<file path="src/rtl/srff_bank.sv">
// Bank of independent clocked SR flip-flops with edge pulses, population count
// and a sticky flag recording any S=R=1 request on an enabled channel.
module srff_bank #(
  parameter int               WIDTH   = 4,
  parameter int               SR_MODE = 0,
  parameter logic [WIDTH-1:0] RST_VAL = '0
) (
  input  logic                         srff_clk,
  input  logic                         srff_rst_b,
  input  logic [WIDTH-1:0]             srff_en_i,
  input  logic [WIDTH-1:0]             srff_S_i,
  input  logic [WIDTH-1:0]             srff_R_i,
  input  logic                         srff_clr_i,
  output logic [WIDTH-1:0]             srff_Q_o,
  output logic [WIDTH-1:0]             srff_Qb_o,
  output logic [WIDTH-1:0]             srff_rise_o,
  output logic [WIDTH-1:0]             srff_fall_o,
  output logic [$clog2(WIDTH+1)-1:0]   srff_cnt_o,
  output logic                         srff_any_o,
  output logic                         srff_conflict_o
);

  localparam int CNT_W = $clog2(WIDTH+1);

  logic [WIDTH-1:0] q_q, q_d;
  logic [WIDTH-1:0] rise_q, rise_d;
  logic [WIDTH-1:0] fall_q, fall_d;
  logic [CNT_W-1:0] cnt_q, cnt_d;
  logic             conflict_q, conflict_d;

  function automatic logic [CNT_W-1:0] popcount(input logic [WIDTH-1:0] v);
    logic [CNT_W-1:0] c;
    c = '0;
    for (int i = 0; i < WIDTH; i++) c = c + CNT_W'(v[i]);
    return c;
  endfunction

  function automatic logic sr_next(input logic q, input logic s, input logic r);
    logic n;
    n = q;
    if (s && !r)      n = 1'b1;
    else if (!s && r) n = 1'b0;
    else if (s && r) begin
      if (SR_MODE == 1)      n = 1'b1;
      else if (SR_MODE == 2) n = 1'b0;
      else if (SR_MODE == 3) n = ~q;
      else                   n = q;
    end
    return n;
  endfunction

  always_comb begin
    q_d = q_q;
    for (int i = 0; i < WIDTH; i++) begin
      if (srff_en_i[i]) q_d[i] = sr_next(q_q[i], srff_S_i[i], srff_R_i[i]);
    end
    if (srff_clr_i) q_d = RST_VAL;
    // Pulses compare the present state against the state about to be loaded.
    rise_d = ~q_q & q_d;
    fall_d = q_q & ~q_d;
    cnt_d  = popcount(q_q);
    if (srff_clr_i) conflict_d = 1'b0;
    else            conflict_d = conflict_q | (|(srff_en_i & srff_S_i & srff_R_i));
  end

  always_ff @(posedge srff_clk or negedge srff_rst_b) begin
    if (!srff_rst_b) begin
      q_q        <= RST_VAL;
      rise_q     <= '0;
      fall_q     <= '0;
      cnt_q      <= '0;
      conflict_q <= 1'b0;
    end else begin
      q_q        <= q_d;
      rise_q     <= rise_d;
      fall_q     <= fall_d;
      cnt_q      <= cnt_d;
      conflict_q <= conflict_d;
    end
  end

  assign srff_Q_o        = q_q;
  assign srff_Qb_o       = ~q_q;
  assign srff_rise_o     = rise_q;
  assign srff_fall_o     = fall_q;
  assign srff_cnt_o      = cnt_q;
  assign srff_any_o      = |q_q;
  assign srff_conflict_o = conflict_q;

endmodule

</file>
<file path="config.mk">
export PLATFORM = sky130hd
export DESIGN_NAME = srff_bank
export DESIGN_NICKNAME = d
export VERILOG_FILES = /design/src/rtl/srff_bank.sv
export SDC_FILE = /design/constraint.sdc
export NUM_CORES = 1
export LEC_CHECK = 0
export CAP_MARGIN = 10
export CORE_UTILIZATION = 40
export DETAILED_ROUTE_END_ITERATION = 16
export PLACE_DENSITY = 0.8
export SLEW_MARGIN = 20
export SYNTH_ARGS = -nofsm -noshare
export SYNTH_HDL_FRONTEND = slang
export SYNTH_SLANG_ARGS = --single-unit
</file>
<file path="constraint.sdc">
create_clock -name srff_clk -period 3.5 [get_ports srff_clk]
set_input_delay 0.875 -clock srff_clk [delete_from_list [all_inputs] [get_ports srff_clk]]
set_output_delay 0.875 -clock srff_clk [all_outputs]
set_load 0.02 [all_outputs]
</file>
==> results.txt, run 1 <==
Area Growth Syn to Fin: 57.58%
Core ar.: 1559 µm²
Fmax: 0.3905 GHz
register share of total power: 46.7%
worst setup margin: 0.9390 ns
vias per inst: 5.076
Power per Cell Area: 400.6 nW/µm²
initial DRC count: 15
Remaining DRCs: 4
Max clock buf depth: 2
Slew HR: 54.22%
RSZ-0062 raised after global routing: no
outcome: complete, but fails checks
TritonCTS clock tree: done
Mapped Cells: 65
net switching power: 0.1190 mW
Hold WS: 0.5154 ns
die boundary width: 43.63 µm
final core occ: 70.06%
H-tree depth: 1
CP Data Required Time: 2.62 ns
die height: 43.63 µm
clock sinks: 16
critical-path cell list: inv_1, ha_1, nand3_1, clkdlybuf4s50_1
Final Hold Fails: 0
reg2reg path depth: 5
share of cells above drive strength 1: 3.883%
wire per inst: 12.43 µm
vias in the first global route: 558
Resize count post-CTS: 0
Die ar.: 1904 µm²
critical path launch point type: register
post-CTS setup buffer count: 0
DR vias: 604
Clock Pin Slew Worst Setup and Hold Paths: 0.09 ns
total global-route track usage: 18.12%
final WL: 1479 µm
clock network fraction of design power: 27.0%
cell internal pwr: 0.3186 mW
Placed Cells: 115
crit path DAT: 1.69 ns
row count: 14
largest net degree at the start of global routing: 17
Worst Tran Pin Value: 0.6846 ns
setup_tns: 0 ns
# port buffers: 35
CP Class: register to primary output
register bit total from synthesis: 16
syn_nets: 84
Post-Syn Area per Cell: 10.66 µm²
Max-cap violations: 0
mapped cell area: 693.2 µm²
Crit path largest cell delay: 0.60 ns
number of antenna violations at the first check in global routing: 0
Leakage: 0.5083 nW
Slowest-stage cell, CP: clkdlybuf4s50_1
Placer Congestion: 0.7487
Final Non-Filler Cells: 119
maximum vdd drop: 257.1 µV
drt pass-1 iters: 10
count of cell types in the netlist: 13
failing checks: DRC
Worst-Skew Late Latency: 0.28 ns
initial core utilization: 44.46%
Switching Share: 27.20%
Seq/Total Area, Yosys: 57.76%
Setup-failing EPs final: 0
hold_buf cts: 0
Comb pwr share: 26.3%
Worst setup EP type: primary output
Worst Path Max Fanout: 5
CTS Buf Count: 3
ANT nets after route: 0
worst min path class: register to register
Hold Path Depth: 1
fin. max-slew vios: 0
CTS Root Cell: clkbuf_4
synth warn: 0
Nets: 123
grt total ovfl: 0
first-pass GRT wire length: 2477 µm
clock period minus final worst setup slack: 2.561 ns
I/O pin cnt: 36
pre-CTS setup slack: 1.231 ns
Worst Clk Skew: 0.006289 ns
Final period util: 73.17%
diodes inserted: 0
[power by group through the flow]
| stage | sequential [mW] | combinational, mW | clock, mW |
|---|---|---|---|
| after floorplan | 0.224 | 0.0344 | 0 |
| after global placement | 0.207 | 0.114 | 0 |
| after detailed placement | 0.208 | 0.116 | 0 |
| after CTS | 0.204 | 0.116 | 0.121 |
| after global routing | 0.206 | 0.125 | 0.130 |
| final | 0.204 | 0.115 | 0.118 |
[cells in the final DEF (no fill, tap or decap), drive strengths merged]
| master | instances |
|---|---|
| a21oi | 4 |
| a2bb2oi | 4 |
| a31oi | 5 |
| a41oi | 1 |
| clkbuf | 4 |
| clkdlybuf4s50 | 35 |
| dfrtp | 16 |
| fa | 1 |
| ha | 3 |
| inv | 10 |
| nand2b | 4 |
| nand3 | 4 |
| nor2 | 8 |
| nor3 | 4 |
[flip-flops by register name, indices dropped and copies added (netlist names)]
name,flops
srff_cnt_o,3
srff_fall_o,4
srff_conflict_o,1
srff_Q_o,4
srff_rise_o,4
[metrics by stage]
step	power, mW	instance area [µm²]
4_1_cts	0.4418	1092
3_5_place_dp	0.3245	1056
3_3_place_gp	0.3210	1056
2_1_floorplan	0.2586	693.2
6_report	0.4375	1092
5_1_grt	0.4603	1092
[per-layer routing]
| metal | wire (µm) | GRT usage (%) | vias to the layer above |
|---|---|---|---|
| li1 | - | - | 298 |
| met1 | 609 | 22.89 | 287 |
| met2 | 791 | 31.04 | 19 |
| met3 | 79 | 2.500 | 0 |
| met4 | 0 | 7.500 | 0 |
| met5 | 0 | 0 | - |
[worst max-delay path: cells and delay by family (launching register included)]
kind / cells / cell delay [ns]
buffers and inverters: 2 / 0.73
and+or+nand+nor: 1 / 0.06
DFF: 1 / 0.41
adders and majority gates: 1 / 0.21
[logic make-up (layout without fill, tap and decap cells)]
group / count (synthesis) / count (layout) / synth area share [%]
simple gates: 20 / 20 / 13.72
compound gates: 14 / 14 / 13.72
buf+inv: 11 / 49 / 6.499
fa+ha+maj: 4 / 4 / 8.304
flops: 16 / 16 / 57.76
[cell type report]
type                       count  area, µm²
clock buffer                   4      36.28
fill                         127      466.7
inverter                      10      37.54
multi-input combinational     38      247.7
sequential                    16      400.4
tap                           16      20.02
timing repair buffer          35      350.3
[synth_stat cells]
cell type / number / area share (%)
a41oi_1: 1 / 1.3
dfrtp_1: 16 / 58
fa_1: 1 / 2.9
ha_1: 3 / 5.4
a21oi_1: 4 / 2.9
nand2b_1: 4 / 3.6
a2bb2oi_1: 4 / 5.1
inv_1: 10 / 5.4
a31oi_1: 5 / 4.5
nor2_1: 8 / 4.3
nand3_1: 4 / 2.9
buf_4: 1 / 1.1
nor3_1: 4 / 2.9
[worst paths after layout]
kind	slack, ns	from	end
max in group asynchronous	2.06	srff_rst_b	srff_rise_o[0]
worst min-delay path	0.52	srff_Q_o[0]	srff_rise_o[0]
worst max-delay path	0.94	srff_Q_o[0]	srff_any_o
min in group asynchronous	1.00	srff_rst_b	srff_cnt_o[0]
worst max register to register	1.84	srff_Q_o[0]	srff_cnt_o[1]
worst min register to register	0.52	srff_Q_o[0]	srff_rise_o[0]
(Power assumes the default switching activity.)
==> run 2, diff against run 1 <==
--- a/config.mk
+++ b/config.mk
@@ -6,9 +6,9 @@
 export NUM_CORES = 1
 export LEC_CHECK = 0
 export CAP_MARGIN = 10
-export CORE_UTILIZATION = 40
+export CORE_UTILIZATION = 34
 export DETAILED_ROUTE_END_ITERATION = 16
-export PLACE_DENSITY = 0.8
+export PLACE_DENSITY = 0.72
 export SLEW_MARGIN = 20
 export SYNTH_ARGS = -nofsm -noshare
 export SYNTH_HDL_FRONTEND = slang
==> constraint.sdc (replaced) <==
create_clock -name srff_clk -period 2.29 [get_ports srff_clk]
set_input_delay 0.5725 -clock srff_clk [delete_from_list [all_inputs] [get_ports srff_clk]]
set_output_delay 0.5725 -clock srff_clk [all_outputs]
set_load 0.02 [all_outputs]
==> results.txt, run 2 (synthesis results as in run 1) <==
commonest non-fill, non-tap cell in the layout: clkdlybuf4s50_1
Worst Tran Pin Value: 0.6960 ns
grt total ovfl: 0
register share of total power: 46.7%
share of cells above drive strength 1: 3.883%
fin. max-slew vios: 0
Nets: 123
Max clock buf depth: 2
Final period util: 91.21%
H-tree depth: 1
clock network fraction of design power: 27.0%
Switching Share: 27.14%
drt pass-1 iters: 4
maximum vdd drop: 324.2 µV
Power per Cell Area: 603.0 nW/µm²
Final Hold Fails: 0
vias per inst: 4.891
setup_tns: 0 ns
total power: 0.6669 mW
die height: 47.15 µm
DR vias: 626
RSZ-0062 raised after global routing: no
vias in the first global route: 544
FILL cells: 172
# port buffers: 35
CTS Buf Count: 3
crit path launch: srff_Q_o[3]
largest net degree at the start of global routing: 17
net switching power: 0.1810 mW
Worst-Skew Late Latency: 0.27 ns
initial core utilization: 38.08%
Fmax: 0.4787 GHz
Core ar.: 1821 µm²
row count: 15
clock sinks: 16
register area: 400.4 µm²
worst min path class: register to register
Worst Path Max Fanout: 5
pre-CTS setup slack: 0.3191 ns
Placer Congestion: 0.6838
final core occ: 60.76%
ANT nets after route: 0
initial DRC count: 3
Max-cap violations: 0
wire per inst: 11.39 µm
Reg-to-Reg Start: srff_Q_o[0]
worst setup margin: 0.2012 ns
critical path launch point type: register
DP HPWL: 1179 µm
die boundary width: 47.15 µm
diodes inserted: 0
cell internal pwr: 0.4860 mW
area occupied by multi-input gates: 247.7 µm²
TritonCTS clock tree: done
Slew HR: 53.45%
Area Growth Syn to Fin: 59.57%
I/O pin cnt: 36
Clock Pin Slew Worst Setup and Hold Paths: 0.09 ns
number of antenna violations at the first check in global routing: 0
total global-route track usage: 14.89%
Worst Clk Skew: 0.001390 ns
crit path DAT: 1.52 ns
hold_buf cts: 0
final WL: 1458 µm
Leakage: 0.5192 nW
Die ar.: 2223 µm²
Setup-failing EPs final: 0
Remaining DRCs: 0
Comb pwr share: 26.2%
most frequent cells in the layout: 34 x clkdlybuf4s50_1, 16 x dfrtp_1, 10 x inv_1, 8 x nor2_1, 5 x a31oi_1
hold_sp: srff_Q_o[0]
CTS Root Cell: clkbuf_4
CP Class: register to primary output
first-pass GRT wire length: 2221 µm
CP Data Required Time: 1.72 ns
Worst setup EP type: primary output
outcome: complete, no violations
clock period minus final worst setup slack: 2.089 ns
==> run 2: cell count changes in the layout (fill, tap and decap cells not counted), sizes merged <==
cell	previous run	this run
dlymetal6s2s	0	1
clkdlybuf4s50	35	34
==> run 2: what timing repair did <==
action / CTS / global route
endpoints found under the hold margin: 0 / 0
setup endpoints to repair: 0 / 1
resized for setup: 0 / 1
setup buffers: 0 / 0
==> run 2: power groups by stage <==
| stage | clock network [mW] | registers, mW | logic (mW) |
|---|---|---|---|
| floorplan | 0 | 0.343 | 0.0525 |
| global placement | 0 | 0.317 | 0.174 |
| detailed placement | 0 | 0.318 | 0.178 |
| CTS | 0.184 | 0.312 | 0.178 |
| global route | 0.199 | 0.315 | 0.189 |
| finish | 0.180 | 0.312 | 0.175 |
==> run 2: worst max-delay path, cell delays in order, from the launching register on <==
cell             delay [ns]
dfrtp_1                0.43
inv_1                  0.18
clkdlybuf4s50_1        0.64
==> run 2: final timing paths <==
check | endpoint | slack, ns | depth (start not counted)
max | srff_Qb_o[3] | 0.20 | 2
max reg2reg | srff_cnt_o[1] | 0.63 | 5
max in group asynchronous | srff_rise_o[3] | 1.14 | 1
min | srff_rise_o[0] | 0.51 | 1
min in group asynchronous | srff_cnt_o[2] | 0.71 | 1
min reg2reg | srff_rise_o[0] | 0.51 | 1
==> run 2: layer usage <==
layer  vias to the layer above  global-route usage, %  part of all wire [%]
li1                        295                      -                     -
met1                       309                  18.12                    40
met2                        20                  24.44                    53
met3                         2                  4.231                   5.2
met4                         0                  6.857                  0.89
met5                         -                      0                     0
==> run 2: area by class of cell <==
class	instances	share of cell area [%]
clock buffers	4	3.281
inverters	10	3.394
multi-input cells	38	22.40
flip-flops and latches	16	36.20
well taps	25	2.828
repair buffers	35	31.90
==> run 2: stage by stage <==
step           cells  area (µm²)  hold WS (ns)
2_1_floorplan     65       693.2        0.2769
3_3_place_gp     124        1067        0.4939
3_5_place_dp     124        1067        0.5079
4_1_cts          128        1104        0.5164
5_1_grt          128        1106        0.5344
6_report         128        1106        0.5109
